**config.mk**
```make
export PLATFORM = sky130hd
export DESIGN_NAME = ysyx_23060184_pcu
export DESIGN_NICKNAME = d
export VERILOG_FILES = /design/src/rtl/ysyx_23060184_pcu_pkg.sv /design/src/rtl/ysyx_23060184_npc_sel.sv /design/src/rtl/ysyx_23060184_pcu.sv
export SDC_FILE = /design/constraint.sdc
export NUM_CORES = 1
export LEC_CHECK = 0
export CAP_MARGIN = 10
export CORE_MARGIN = 5
export CORE_UTILIZATION = 47
export DETAILED_ROUTE_END_ITERATION = 8
export PLACE_DENSITY = 0.82
export SETUP_SLACK_MARGIN = 0.05
export SLEW_MARGIN = 20
export SYNTH_ARGS = -nofsm -noshare
export SYNTH_HDL_FRONTEND = slang
export SYNTH_HIERARCHICAL = 1
export SYNTH_SLANG_ARGS = --single-unit
```
**constraint.sdc**
```tcl
create_clock -name clk -period 3.7 [get_ports clk]
set_clock_uncertainty 0.15 [all_clocks]
set_input_delay 0.37 -clock clk [delete_from_list [all_inputs] [get_ports clk]]
set_output_delay 0.37 -clock clk [all_outputs]
set_load 0.005 [all_outputs]
```
**src/rtl/ysyx_23060184_pcu_pkg.sv**
```systemverilog
// rtl/ysyx_23060184_pcu_pkg.sv - shared constants, state encoding and alignment helper for the pcu
package ysyx_23060184_pcu_pkg;

    localparam int          PCU_DATA_WIDTH = 32;
    localparam logic [31:0] PCU_RESET_PC   = 32'h8000_0000;

    // Low address bits that must be zero for a legal 32-bit instruction fetch.
    localparam logic [1:0]  ALIGN_MASK     = 2'b11;

    typedef enum logic [1:0] {
        ST_BOOT  = 2'd0,
        ST_ISSUE = 2'd1,
        ST_WAIT  = 2'd2
    } pcu_state_t;

    // Checks only the low two bits so it works for any address width.
    function automatic logic is_misaligned(input logic [1:0] addr_lo);
        return (addr_lo & ALIGN_MASK) != 2'b00;
    endfunction

endpackage

```
**src/rtl/ysyx_23060184_npc_sel.sv**
```systemverilog
// rtl/ysyx_23060184_npc_sel.sv - next-pc priority mux with redirect alignment check
module ysyx_23060184_npc_sel
    import ysyx_23060184_pcu_pkg::*;
#(
    parameter int DATA_WIDTH = PCU_DATA_WIDTH
) (
    input  logic [DATA_WIDTH-1:0] pc,
    input  logic                  trap,
    input  logic                  mret,
    input  logic                  br_taken,
    input  logic [DATA_WIDTH-1:0] br_target,
    input  logic [DATA_WIDTH-1:0] mtvec,
    input  logic [DATA_WIDTH-1:0] mepc,
    output logic [DATA_WIDTH-1:0] next_pc,
    output logic                  misalign
);

    logic [DATA_WIDTH-1:0] target;
    logic                  redirect;

    // Trap beats mret beats branch beats sequential; only redirects are alignment-checked.
    always_comb begin
        target   = pc + DATA_WIDTH'(4);
        redirect = 1'b0;
        next_pc  = target;
        misalign = 1'b0;
        if (trap) begin
            target   = mtvec;
            redirect = 1'b1;
        end else if (mret) begin
            target   = mepc;
            redirect = 1'b1;
        end else if (br_taken) begin
            target   = br_target;
            redirect = 1'b1;
        end
        if (redirect && is_misaligned(target[1:0])) begin
            next_pc  = mtvec;
            misalign = 1'b1;
        end else begin
            next_pc  = target;
        end
    end

endmodule

```
**src/rtl/ysyx_23060184_pcu.sv**
```systemverilog
// rtl/ysyx_23060184_pcu.sv - program-counter unit: issue pc to fetch, await commit, pick next pc
module ysyx_23060184_pcu
    import ysyx_23060184_pcu_pkg::*;
#(
    parameter logic [31:0] RESET_PC   = PCU_RESET_PC,
    parameter int          DATA_WIDTH = PCU_DATA_WIDTH
) (
    input  logic                  clk,
    input  logic                  reset,
    output logic [DATA_WIDTH-1:0] pc,
    output logic                  pvalid,
    input  logic                  iready,
    input  logic                  wb_valid,
    output logic                  wb_ready,
    input  logic                  br_taken,
    input  logic [DATA_WIDTH-1:0] br_target,
    input  logic                  trap,
    input  logic                  mret,
    input  logic [DATA_WIDTH-1:0] mtvec,
    input  logic [DATA_WIDTH-1:0] mepc,
    output logic                  misalign,
    output logic [63:0]           inst_cnt
);

    pcu_state_t            state;
    pcu_state_t            state_nxt;
    logic                  commit;
    logic [DATA_WIDTH-1:0] sel_pc;
    logic                  sel_misalign;

    ysyx_23060184_npc_sel #(
        .DATA_WIDTH (DATA_WIDTH)
    ) u_npc_sel (
        .pc        (pc),
        .trap      (trap),
        .mret      (mret),
        .br_taken  (br_taken),
        .br_target (br_target),
        .mtvec     (mtvec),
        .mepc      (mepc),
        .next_pc   (sel_pc),
        .misalign  (sel_misalign)
    );

    // State register; reset abandons any outstanding fetch or commit.
    always_ff @(posedge clk or posedge reset) begin
        if (reset) begin
            state <= ST_BOOT;
        end else begin
            state <= state_nxt;
        end
    end

    // Next-state and handshake outputs, all decoded from the state register only.
    always_comb begin
        state_nxt = state;
        pvalid    = 1'b0;
        wb_ready  = 1'b0;
        commit    = 1'b0;
        case (state)
            ST_BOOT: begin
                state_nxt = ST_ISSUE;
            end
            ST_ISSUE: begin
                pvalid = 1'b1;
                if (iready) begin
                    state_nxt = ST_WAIT;
                end
            end
            ST_WAIT: begin
                wb_ready = 1'b1;
                if (wb_valid) begin
                    commit    = 1'b1;
                    state_nxt = ST_ISSUE;
                end
            end
            default: begin
                state_nxt = ST_BOOT;
            end
        endcase
    end

    // PC, retired counter and one-cycle misalign flag all update on the commit edge.
    always_ff @(posedge clk or posedge reset) begin
        if (reset) begin
            pc       <= DATA_WIDTH'(RESET_PC);
            inst_cnt <= 64'd0;
            misalign <= 1'b0;
        end else begin
            misalign <= 1'b0;
            if (commit) begin
                pc       <= sel_pc;
                inst_cnt <= inst_cnt + 64'd1;
                misalign <= sel_misalign;
            end
        end
    end

endmodule

```
==> results of run 1 <==
[power groups by stage]
stage	Clock, mW	Combinational (mW)	Sequential [mW]
finish	0.991	1.15	1.59
floorplan	0	0.528	1.53
global route	1.05	1.26	1.62
CTS	1.01	1.15	1.58
global placement	0	1.13	1.59
detailed placement	0	1.15	1.60
[layout make-up]
type	instances	area [um2]	area share (%)
sequential	99	2480	28.9
clock buffer	9	225	2.63
multi-input combinational	553	3410	39.9
timing repair buffer	211	2100	24.5
inverter	11	43.8	0.511
tap	172	215	2.51
clock inverter	7	85.1	0.994
[synth_stat cells, types with 5 or more instances]
cell type  instances  area (um2)
nand3_1           39         195
dfrtp_1           98        2450
o211ai_1           6        45.0
nand2b_1           6        37.5
nand2_1          148         556
nor2_1            52         195
clkbuf_1          15        56.3
nor3_2             5        50.1
a21oi_1           32         160
o22ai_1           13        81.3
buf_6              5        56.3
xor2_1            35         307
a2bb2oi_1         11        96.3
nor4_2             8         100
buf_2              8        40.0
and3_1            11        68.8
and4_1             5        43.8
nor3_1            30         150
o21ai_0           14        70.1
inv_1             10        37.5
nor4_1             6        37.5
nand4_1           23         144
xnor2_1           54         473
[registers in the layout, indices dropped and copies added, names as in the netlist]
| signal | flops |
|---|---|
| inst_cnt | 64 |
| pc | 32 |
| state | 2 |
| misalign | 1 |
[cells by family (layout without fill, tap and decap cells)]
family,Yosys count,in the layout
AO/OA/AOI/OAI,91,91
XOR/XNOR,89,89
adder cells (fa/ha/maj),2,2
buffers and inverters,43,238
flip-flops,99,99
multiplexers,4,4
AND/OR/NAND/NOR,367,367
[routing by layer]
layer / routed length [um] / up-vias / GRT usage, %
met5: 0 / - / 0
met1: 8370 / 2918 / 34.7
met2: 9050 / 270 / 40.6
li1: - / 2815 / -
met3: 1410 / 34 / 5.45
met4: 410 / 0 / 7.05
[metrics by stage]
stage	util (%)	instances
4_1_cts	67.6	1062
2_1_floorplan	-	695
3_3_place_gp	65.1	1046
6_report	67.6	1062
5_1_grt	67.6	1062
3_5_place_dp	65.1	1046
[worst min path at each step]
stage | from | endpoint | depth (start not counted)
after CTS | reset | pc[28] | 2
after global routing | reset | pc[28] | 2
final | reset | pc[27] | 2
after detailed placement | inst_cnt[63] | inst_cnt[63] | 1
after global placement | inst_cnt[63] | inst_cnt[63] | 1
after floorplan | pc[31] | pc[31] | 2
==> results_dict.tcl, run 1 <==
set metrics [dict create \
    outcome "finished, final reports clean" \
    cts_num_sinks 99 \
    crit_chain "clkdlybuf4s50_1 -> nand3b_4 -> buf_4 -> nor3_4 -> nand4_4 -> nor4_1 -> xor2_1" \
    p_sw_share_pct 33.5 \
    ir_drop_uv 394 \
    post-place-ws_ns 0.847 \
    regToRegSetupSlack_ns 1.25 \
    cts_root_buf "clkbuf_16" \
    grt_overflow 0 \
    synth_cell_type_count 63 \
    routed_wl_mm 19.2 \
    via_per_inst 5.68 \
    synth-warning-count 6 \
    coreArea_um2 12700 \
    cp.depth 7 \
    r2r-start "inst_cnt[0]" \
    synth_edf_count 0 \
    synthArstFlopShare_pct 100 \
    dr.first_iter.drc_count 526 \
    synth_mux_area_share_pct 0.675 \
    synth-adder-area-share_pct 0.409 \
    dieWidth_um 124 \
    slew_viol_final 0 \
    crit_required_ns 3.82 \
    n_antenna_cell 0 \
    synth_area_um2 6120 \
    synth-compound-area-share_pct 9.43 \
    pwr-share-clk_pct 26.6 \
    period_share_pct 67.1 \
    wl_per_cell_um 18.1 \
    cts_resized 0 \
    startpoint_type "primary input" \
    clkLatencyLatePin_ns 0.35 \
    postCtsHoldBufs 0 \
    p_total_mw 3.73 \
    synth-seq-cells 99 \
    postCtsSetupBuffers 0 \
    drv_cap 0 \
    synth_nets 800 \
    htree_levels 3 \
    fillCellCount 1044 \
    grt_pass1_wl_mm 30.4 \
    hp-class "primary input to async pin" \
    dp_hpwl_mm 14.3 \
    critPathMaxStageDelay_ns 0.61 \
    dpl_cell_area_um2 8250 \
    worst-path-max-fanout 36 \
    p_seq_share_pct 42.6 \
    reg2reg_to "inst_cnt[54]" \
    hold_viol 0 \
    rows 41 \
    cp_slowest_cell "clkdlybuf4s50_1" \
    slew_headroom_pct 59.5 \
    p_leak_nw 3.65 \
    synth-xor-area-share_pct 12.7 \
    die-area_um2 15400 \
    setup_violations 0 \
    crit_path_start "wb_valid" \
    tritoncts "yes" \
    area_growth_pct 40.0 \
    path_buf_inv 2 \
    grt_max_degree 67 \
    fmax_mhz 403 \
    first_global_vias 5825 \
    antenna_left 0 \
    synth-seq-area-share_pct 40.5 \
    layout_commonest_cell "clkdlybuf4s50_1" \
    setup_tns_ns 0 \
    rsz0062_at_grt "false" \
    initial_core_util_pct 48.3 \
    drive_above_1_share_pct 7.30 \
    path_clk_slew_ns 0.07 \
    cp.arrival_ns 2.61 \
    period_needed_ns 2.48 \
    synth_simple_gate_area_share_pct 32.6 \
    powerDensity_nw_per_um2 435 \
    dr.pass1.iters 5 \
    remaining_drc_errors 0 \
    synth_area_per_cell_um2 8.80 \
    vias 6037 \
    num-nets-final 990 \
    endpoint "inst_cnt[41]" \
    worst_pin_slew_ns 0.602 \
    crit_family "simple AND/OR/NAND/NOR gates" \
    p_int_mw 2.48 \
    io_buffer_count 201 \
    io_pins 202 \
    path_class "primary input to flop" \
    reg2reg_depth 6 \
    antenna_found_initial 0 \
    synth_top_family_by_area "simple AND/OR/NAND/NOR gates" \
    layout_common_cells "201 x clkdlybuf4s50_1, 148 x nand2_1, 98 x dfrtp_1, 54 x xnor2_1, 52 x nor2_1" \
    gp_congestion 0.895 \
    cts_buffers 9 \
    track_usage_pct 25.3 \
    yosys_most_used_dff "dfrtp_1" \
    switching_power_mw 1.25 \
    fin_area_um2 8560 \
    worst_slack_ns 1.22 \
    cts_buffer_depth 2 \
    crit_path_end_kind "flop" \
    pwr-share-comb_pct 30.8 \
    whs_ns 0.255 \
    synthCells 695 \
    dieHeight_um 124 \
]
No activity file was read; power rests on OpenSTA's default activity.
==> inputs of run 2 (changes only) <==
Clock period 3.7 ns to 2.41 ns, I/O delays scaled along.
==> results_dict.tcl, run 2 (synthesis gave the netlist of run 1 again) <==
set metrics [dict create \
    worst_pin_slew_ns 0.553 \
    tritoncts "yes" \
    drv_cap 0 \
    whs_ns 0.156 \
    io_pins 202 \
    setup_violations 0 \
    postCtsSetupBuffers 0 \
    worst-path-max-fanout 8 \
    slew_viol_final 0 \
    path_buf_inv 1 \
    ir_drop_uv 596 \
    rows 41 \
    routed_wl_mm 20.0 \
    die-area_um2 15400 \
    remaining_drc_errors 0 \
    switching_power_mw 1.84 \
    cts_resized 0 \
    dpl_cell_area_um2 8490 \
    slew_headroom_pct 63.1 \
    crit_chain "nand2_1 -> nor4_2 -> buf_4 -> nand4_2 -> nor3_1 -> xnor2_1" \
    dieWidth_um 124 \
    wl_per_cell_um 18.4 \
    crit_required_ns 2.52 \
    track_usage_pct 26.1 \
    path_class "flop to flop" \
    startpoint_type "flop" \
    period_needed_ns 2.22 \
    antenna_found_initial 0 \
    hp-class "primary input to async pin" \
    largest_register_ff_count 64 \
    layout_common_cells "201 x clkdlybuf4s50_1, 148 x nand2_1, 98 x dfrtp_1, 54 x xnor2_1, 52 x nor2_1" \
    crit_path_end_kind "flop" \
    cts_num_sinks 99 \
    dr.pass1.iters 5 \
    fin_area_um2 8770 \
    gp_congestion 0.919 \
    pwr-share-clk_pct 24.7 \
    grt_overflow 0 \
    top_register "inst_cnt" \
    p_seq_share_pct 41.7 \
    worst_slack_ns 0.193 \
    htree_levels 3 \
    fillCellCount 1041 \
    io_buffer_count 201 \
    crit_family "simple AND/OR/NAND/NOR gates" \
    via_per_inst 5.65 \
    area_growth_pct 43.5 \
    cp_slowest_cell "dfrtp_1" \
    coreArea_um2 12700 \
    outcome "finished, final reports clean" \
    dp_hpwl_mm 15.2 \
    setup_tns_ns 0 \
    p_int_mw 3.87 \
    antenna_left 0 \
    initial_core_util_pct 48.3 \
    powerDensity_nw_per_um2 651 \
    layout_commonest_cell "clkdlybuf4s50_1" \
    p_leak_nw 3.78 \
    hold_viol 0 \
    path_clk_slew_ns 0.06 \
    cts_root_buf "clkbuf_16" \
    dr.first_iter.drc_count 658 \
    grt_pass1_wl_mm 31.5 \
    multi_input_area_um2 3420 \
    drive_above_1_share_pct 9.64 \
    post-place-ws_ns -0.00484 \
    cts_buffer_depth 2 \
    fmax_mhz 451 \
    vias 6128 \
    cp.arrival_ns 2.32 \
    first_global_vias 6101 \
    rsz0062_at_grt "false" \
    num-nets-final 1016 \
    pwr-share-comb_pct 33.6 \
    grt_max_degree 43 \
    critPathMaxStageDelay_ns 0.45 \
    p_sw_share_pct 32.3 \
    regArea_um2 2480 \
    dieHeight_um 124 \
    clkLatencyLatePin_ns 0.34 \
    n_antenna_cell 0 \
    postCtsHoldBufs 0 \
    top_regs "inst_cnt: 64 flops, pc: 32 flops, state: 2 flops" \
    period_share_pct 92.0 \
    cts_buffers 9 \
]
## run 2: worst paths after layout
| kind | startpoint | endpoint | slack (ns) | depth (start not counted) |
|---|---|---|---|---|
| max | inst_cnt[5] | inst_cnt[44] | 0.19 | 6 |
| min | reset | inst_cnt[31] | 0.16 | 2 |
| max reg2reg | inst_cnt[5] | inst_cnt[44] | 0.19 | 6 |
| min reg2reg | inst_cnt[54] | inst_cnt[54] | 0.34 | 1 |
| max in group asynchronous | reset | pc[31] | 1.33 | 3 |
| min in group clk | inst_cnt[54] | inst_cnt[54] | 0.34 | 1 |
## run 2: power by group through the flow
stage	clock network, mW	registers, mW	logic, mW
2_1_floorplan	0	2.36	0.811
3_3_place_gp	0	2.39	1.87
3_5_place_dp	0	2.40	1.91
4_1_cts	1.44	2.37	1.92
5_1_grt	1.52	2.44	2.09
6_report	1.41	2.38	1.92
## run 2: cell type report
class | instances | share of cell area, %
Multi-Input combinational cell | 553 | 39.0
Sequential cell | 99 | 28.3
Timing Repair Buffer | 237 | 26.6
Clock buffer | 11 | 2.77
Tap cell | 172 | 2.45
Inverter | 11 | 0.513
Clock inverter | 2 | 0.442
## run 2: per-layer routing
metal	wire, um	GRT usage, %
met5	0	0
met4	656	9.58
met3	1490	5.86
met2	9450	41.8
met1	8380	34.9
## run 2: through the flow
step,total power [mW],utilization [%],cells
CTS,5.74,69.2,1085
detailed placement,4.31,67.0,1072
floorplan,3.17,-,695
global route,6.04,69.2,1085
global placement,4.27,67.0,1072
finish,5.71,69.2,1085
